$ cat src/rtl/fifo_arb_pkg.sv
// Shared types and helpers for the FIFO write-port arbiter and its round-robin picker.
package fifo_arb_pkg;

    typedef enum logic {
        IDLE  = 1'b0,
        GRANT = 1'b1
    } arb_state_t;

    // Widest requester vector the helper accepts; narrower vectors are zero-extended.
    localparam int MAX_REQ = 8;

    function automatic int unsigned onehot_to_idx(input logic [MAX_REQ-1:0] oh);
        int unsigned idx;
        idx = 0;
        for (int i = 0; i < MAX_REQ; i++) begin
            if (oh[i]) begin
                idx = unsigned'(i);
            end
        end
        return idx;
    endfunction

endpackage

$ cat src/rtl/rr_pick.sv
// Combinational rotate-priority picker: first eligible bit at or above rr_ptr, with wrap-around.
module rr_pick #(
    parameter int N  = 4,
    parameter int PW = (N > 1) ? $clog2(N) : 1
) (
    input  logic [N-1:0]  eligible,
    input  logic [PW-1:0] rr_ptr,
    output logic [N-1:0]  pick
);

    logic [PW:0]   sum;
    logic [PW-1:0] idx;
    logic          found;

    always_comb begin
        pick  = '0;
        found = 1'b0;
        sum   = '0;
        idx   = '0;
        for (int k = 0; k < N; k++) begin
            sum = {1'b0, rr_ptr} + (PW+1)'(k);
            if (sum >= (PW+1)'(N)) begin
                sum = sum - (PW+1)'(N);
            end
            idx = sum[PW-1:0];
            if (!found && eligible[idx]) begin
                pick[idx] = 1'b1;
                found     = 1'b1;
            end
        end
    end

endmodule

$ cat src/rtl/fifo_wr_arbiter.sv
// Round-robin arbiter sharing one async_fifo write port among N valid/ready requesters.
module fifo_wr_arbiter
    import fifo_arb_pkg::*;
#(
    parameter int N         = 4,
    parameter int W         = 8,
    parameter int MAX_BURST = 4
) (
    input  logic           clk,
    input  logic           reset,
    input  logic [N-1:0]   req_valid,
    input  logic [N*W-1:0] req_data,
    output logic [N-1:0]   req_ready,
    input  logic [N-1:0]   req_mask,
    input  logic           fifo_full,
    output logic           fifo_wr_en,
    output logic [W-1:0]   fifo_wr_data,
    output logic [N-1:0]   grant,
    output logic           busy
);

    localparam int BW = (MAX_BURST > 1) ? $clog2(MAX_BURST) : 1;
    localparam int PW = (N > 1) ? $clog2(N) : 1;

    arb_state_t    state, state_next;
    logic [N-1:0]  grant_next;
    logic [PW-1:0] rr_ptr, rr_ptr_next;
    logic [BW-1:0] beat_cnt, beat_cnt_next;

    logic [N-1:0]  eligible;
    logic [N-1:0]  pick;
    logic [PW-1:0] owner_idx;
    logic          owner_valid;
    logic          beat;
    logic          last_beat;
    logic          release_grant;
    logic [W-1:0]  owner_data;

    assign eligible = req_valid & req_mask;

    rr_pick #(
        .N  (N),
        .PW (PW)
    ) u_rr_pick (
        .eligible (eligible),
        .rr_ptr   (rr_ptr),
        .pick     (pick)
    );

    // Owner decode is shared by the datapath mux, the beat test and the pointer update.
    always_comb begin
        owner_data = '0;
        for (int i = 0; i < N; i++) begin
            if (grant[i]) begin
                owner_data = req_data[i*W +: W];
            end
        end
    end

    assign owner_idx     = PW'(onehot_to_idx(MAX_REQ'(grant)));
    assign owner_valid   = |(req_valid & grant);
    assign beat          = (state == GRANT) && owner_valid && !fifo_full;
    assign last_beat     = (beat_cnt == BW'(MAX_BURST - 1));
    assign release_grant = (state == GRANT) && (!owner_valid || (beat && last_beat));

    always_ff @(posedge clk) begin
        if (reset) begin
            state    <= IDLE;
            grant    <= '0;
            rr_ptr   <= '0;
            beat_cnt <= '0;
        end else begin
            state    <= state_next;
            grant    <= grant_next;
            rr_ptr   <= rr_ptr_next;
            beat_cnt <= beat_cnt_next;
        end
    end

    // A full FIFO only stalls the burst; release comes from the burst limit or a dropped valid.
    always_comb begin
        state_next    = state;
        grant_next    = grant;
        rr_ptr_next   = rr_ptr;
        beat_cnt_next = beat_cnt;
        unique case (state)
            IDLE: begin
                if (|eligible) begin
                    state_next    = GRANT;
                    grant_next    = pick;
                    beat_cnt_next = '0;
                end
            end
            GRANT: begin
                if (release_grant) begin
                    state_next  = IDLE;
                    grant_next  = '0;
                    rr_ptr_next = (owner_idx == PW'(N - 1)) ? '0 : owner_idx + 1'b1;
                end else if (beat) begin
                    beat_cnt_next = beat_cnt + 1'b1;
                end
            end
            default: begin
                state_next = IDLE;
                grant_next = '0;
            end
        endcase
    end

    always_comb begin
        busy         = 1'b0;
        req_ready    = '0;
        fifo_wr_en   = 1'b0;
        fifo_wr_data = '0;
        if (state == GRANT) begin
            busy         = 1'b1;
            req_ready    = fifo_full ? '0 : grant;
            fifo_wr_en   = beat;
            fifo_wr_data = owner_data;
        end
    end

    no_write_when_full: assert property (@(posedge clk) disable iff (reset)
        !(fifo_wr_en && fifo_full));

    grant_onehot0: assert property (@(posedge clk) disable iff (reset)
        $onehot0(grant));

endmodule
$ cat config.mk
export PLATFORM = sky130hd
export DESIGN_NAME = fifo_wr_arbiter
export DESIGN_NICKNAME = d
export VERILOG_FILES = /design/src/rtl/fifo_arb_pkg.sv /design/src/rtl/rr_pick.sv /design/src/rtl/fifo_wr_arbiter.sv
export SDC_FILE = /design/constraint.sdc
export NUM_CORES = 1
export LEC_CHECK = 0
export CAP_MARGIN = 20
export CORE_UTILIZATION = 40
export CTS_CLUSTER_SIZE = 8
export DETAILED_ROUTE_END_ITERATION = 7
export PLACE_DENSITY = 0.88
export SETUP_SLACK_MARGIN = 0.5
export SLEW_MARGIN = 5
export SYNTH_ARGS = -nofsm -noshare
export SYNTH_HDL_FRONTEND = slang
export SYNTH_SLANG_ARGS = --single-unit
$ cat constraint.sdc
create_clock -name clk -period 3.2 [get_ports clk]
set_clock_uncertainty 0.2 [all_clocks]
set_input_delay 0.32 -clock clk [delete_from_list [all_inputs] [get_ports clk]]
set_output_delay 0.32 -clock clk [all_outputs]
set_load 0.03 [all_outputs]
==> flow_summary.yaml <==
placed_design:
  port_buffers: 60
  hpwlAfterDp_um: 2690
  gp_congestion: 0.868
  pre_cts_ws_ns: 0.511
  placed_cells_incl_taps: 243
yosys:
  synth.top_cells.by_area: "dfxtp_1 (16%), ha_1 (9.8%), a221oi_1 (8.4%)"
  synth_edf_count: 0
  yosysTopAreaCell: "dfxtp_1"
  synth_top_cells_by_count: "nor2_1 (16), a21oi_1 (15), a221oi_1 (11), nor2b_1 (11), clkbuf_1 (10)"
  netlist_area_um2: 1150
  ys_warn_count: 0
  synth_instances: 161
  async_set_reset_flop_share_out_of_synthesis_pct: 0
  sequential_to_total_area_share_from_yosys_stat_pct: 15.6
  distinct_cell_type_count_of_the_synthesized_netlist: 37
  yosysMostFrequentCell: "nor2_1"
  synth_top_area_share_pct: 15.6
  synthesis.nets: 213
  yosys_most_used_dff: "dfxtp_1"
  register_bit_count_reported_by_yosys: 9
  syn_avg_cell_area_um2: 7.16
power_and_ir_drop:
  leakage_nw: 0.776
  total_power_w: 0.000501
  max_vdd_drop_v: 0.000370
  cell_area_power_density_nw_per_um2: 275
cts:
  clock_tree.buffer_depth: 2
  post_cts.repair.setup_buffers: 0
  clk_transition_reported_paths_ns: 0.05
  cts_max_level: 1
  cts.root.buffer_cell: "clkbuf_4"
  cts_hold_buf: 0
  numCtsBuffers: 3
  tritoncts: "done"
  clock_sink_count: 9
  clk-insertion-delay-late_ns: 0.25
critical_path:
  critPathArrivalTime_ns: 1.97
  endpoint_class_of_the_critical_path: "output pin"
  timing.reg2reg.worst_path_depth: 7
  worst_path_max_fanout: 18
  critical_path_class: "reg -> out"
  start_kind: "register"
  worst_ep_required_time_ns: 2.68
timing:
  fin_crit_sh_pct: 77.9
  fmax_ghz: 0.401
  setup_ws_ns: 0.707
  worst-slew-pin-transition_ns: 0.524
  hold_viol: 0
  finalCriticalPeriod_ns: 2.49
  slew_headroom_pct: 65.0
  grt_setup_unrepaired: "false"
  setup_tns_ns: 0
  report.final.slew_viol_count: 0
  final-setup-viol-count: 0
global_routing:
  grt_start_max_net_pins: 24
  global_route.overflow_total: 0
  grt_antenna_before_repair: 0
  grt_pass1_wl_um: 6040
  globalRouteTotalUtil_pct: 23.0
  vias_in_the_first_global_route: 1383
drt:
  maxUsedRoutingLayer: "met4"
  finalWirelength_um: 3500
  met3RoutedLength_um: 219
  detailroute.via_count: 1440
  drt_iter0_drc: 65
  routed_wire_length_per_instance_um: 14.2
  drtPass1Iterations: 4
  detail_route.drc_violations: 0
  met1_length_um: 1560
  drt-vias-per-instance: 5.83
  route.met2.wl_um: 1710
  ant_nets: 0
floorplan:
  chipWidth_um: 55.7
  fp-row-count: 19
  core-area_um2: 2730
  die-height_um: 55.7
  floorplan.die_area_um2: 3100
  start_util_pct: 42.2
  design.portCount: 61
layout:
  finalNetCount: 269
  n_fill_cell: 230
  layout_cell_share_with_drive_strength_beyond_1_pct: 8.33
  area_used_by_multi_input_combinational_logic_um2: 916
  syn2layout_area_growth_pct: 58.3
  final_core_density_pct: 66.7
  fin_cells: 247
  area.sequential_um2: 185
  insertedDiodeCount: 0
hold_path:
  timing.hold.worst.class: "reg -> reg"
  min_delay_path_depth: 2
status:
  status: "completed"
job:
  max_cap_violations: 0
[sequential cells by signal, summed over array words and instances (netlist names)]
register and count:
beat_cnt 2, rr_ptr 2, grant 4, state 1
[logic make-up after synthesis]
group           Yosys count  synth area share (%)
flops                     9                  15.6
mux                       3                  3.80
simple gates             74                  35.5
buf+inv                  18                  5.86
compound gates           48                  29.4
fa+ha+maj                 9                  9.77
[layout make-up]
cell class                      instances  share of cell area (%)
Multi-Input combinational cell        134                    50.2
Timing Repair Buffer                   61                    34.4
Sequential cell                         9                    10.2
Tap cell                               31                    2.13
Inverter                                8                    1.65
Clock buffer                            4                    1.44
[critical path, cell delays in order (launching register included)]
cell             delay [ns]
dfxtp_1                0.64
nor2b_1                0.24
and2_1                 0.15
clkdlybuf4s50_1        0.68
[where the power goes]
part	internal (W)	total, W	switching (W)
logic	0.000135	0.000263	0.000128
clock network	0.0000477	0.0000828	0.0000350
registers	0.000123	0.000155	0.0000324
total	0.000305	0.000501	0.000196
[path summary, 6_finish.rpt]
path | startpoint | to | slack (ns)
hold reg to reg | rr_ptr[0] | rr_ptr[0] | 0.35
hold / removal | rr_ptr[0] | rr_ptr[0] | 0.35
setup / recovery | state | req_ready[0] | 0.71
setup reg to reg | rr_ptr[1] | grant[3] | 0.77
[per-layer routing]
layer	vias to the layer above	global-route usage (%)
li1	720	-
met1	659	30.6
met2	57	40.4
met3	4	3.72
met4	0	2.14
met5	-	0
[repair_timing]
action | in CTS | in global routing
resized for setup | 5 | 11
endpoints found under the hold margin | 0 | 0
endpoints found under the setup margin | 9 | 10
[per-stage QoR]
step,area [µm²],hold WS [ns]
after floorplan,1150,0.320
final,1820,0.353
after global placement,1760,0.349
after CTS,1800,0.387
after global routing,1820,0.381
after detailed placement,1760,0.375
[cells in the final DEF (no fill, tap or decap), types with 2 or more instances in the layout]
master	n
clkbuf_4	3
a221oi_1	11
ha_1	9
nor2b_4	2
inv_1	7
dlymetal6s2s_1	8
and3_1	4
nand4_1	7
dfxtp_1	5
o211ai_1	6
o21ai_0	5
nor3_1	9
nor2b_1	10
nand2_1	6
a22o_1	2
and2_1	4
a21oi_1	14
nor2_1	16
clkdlybuf4s50_1	52
nand3_1	6
nand2b_1	2
dfxtp_2	4
o2111ai_1	3
Power figures use the tool's default switching activity.
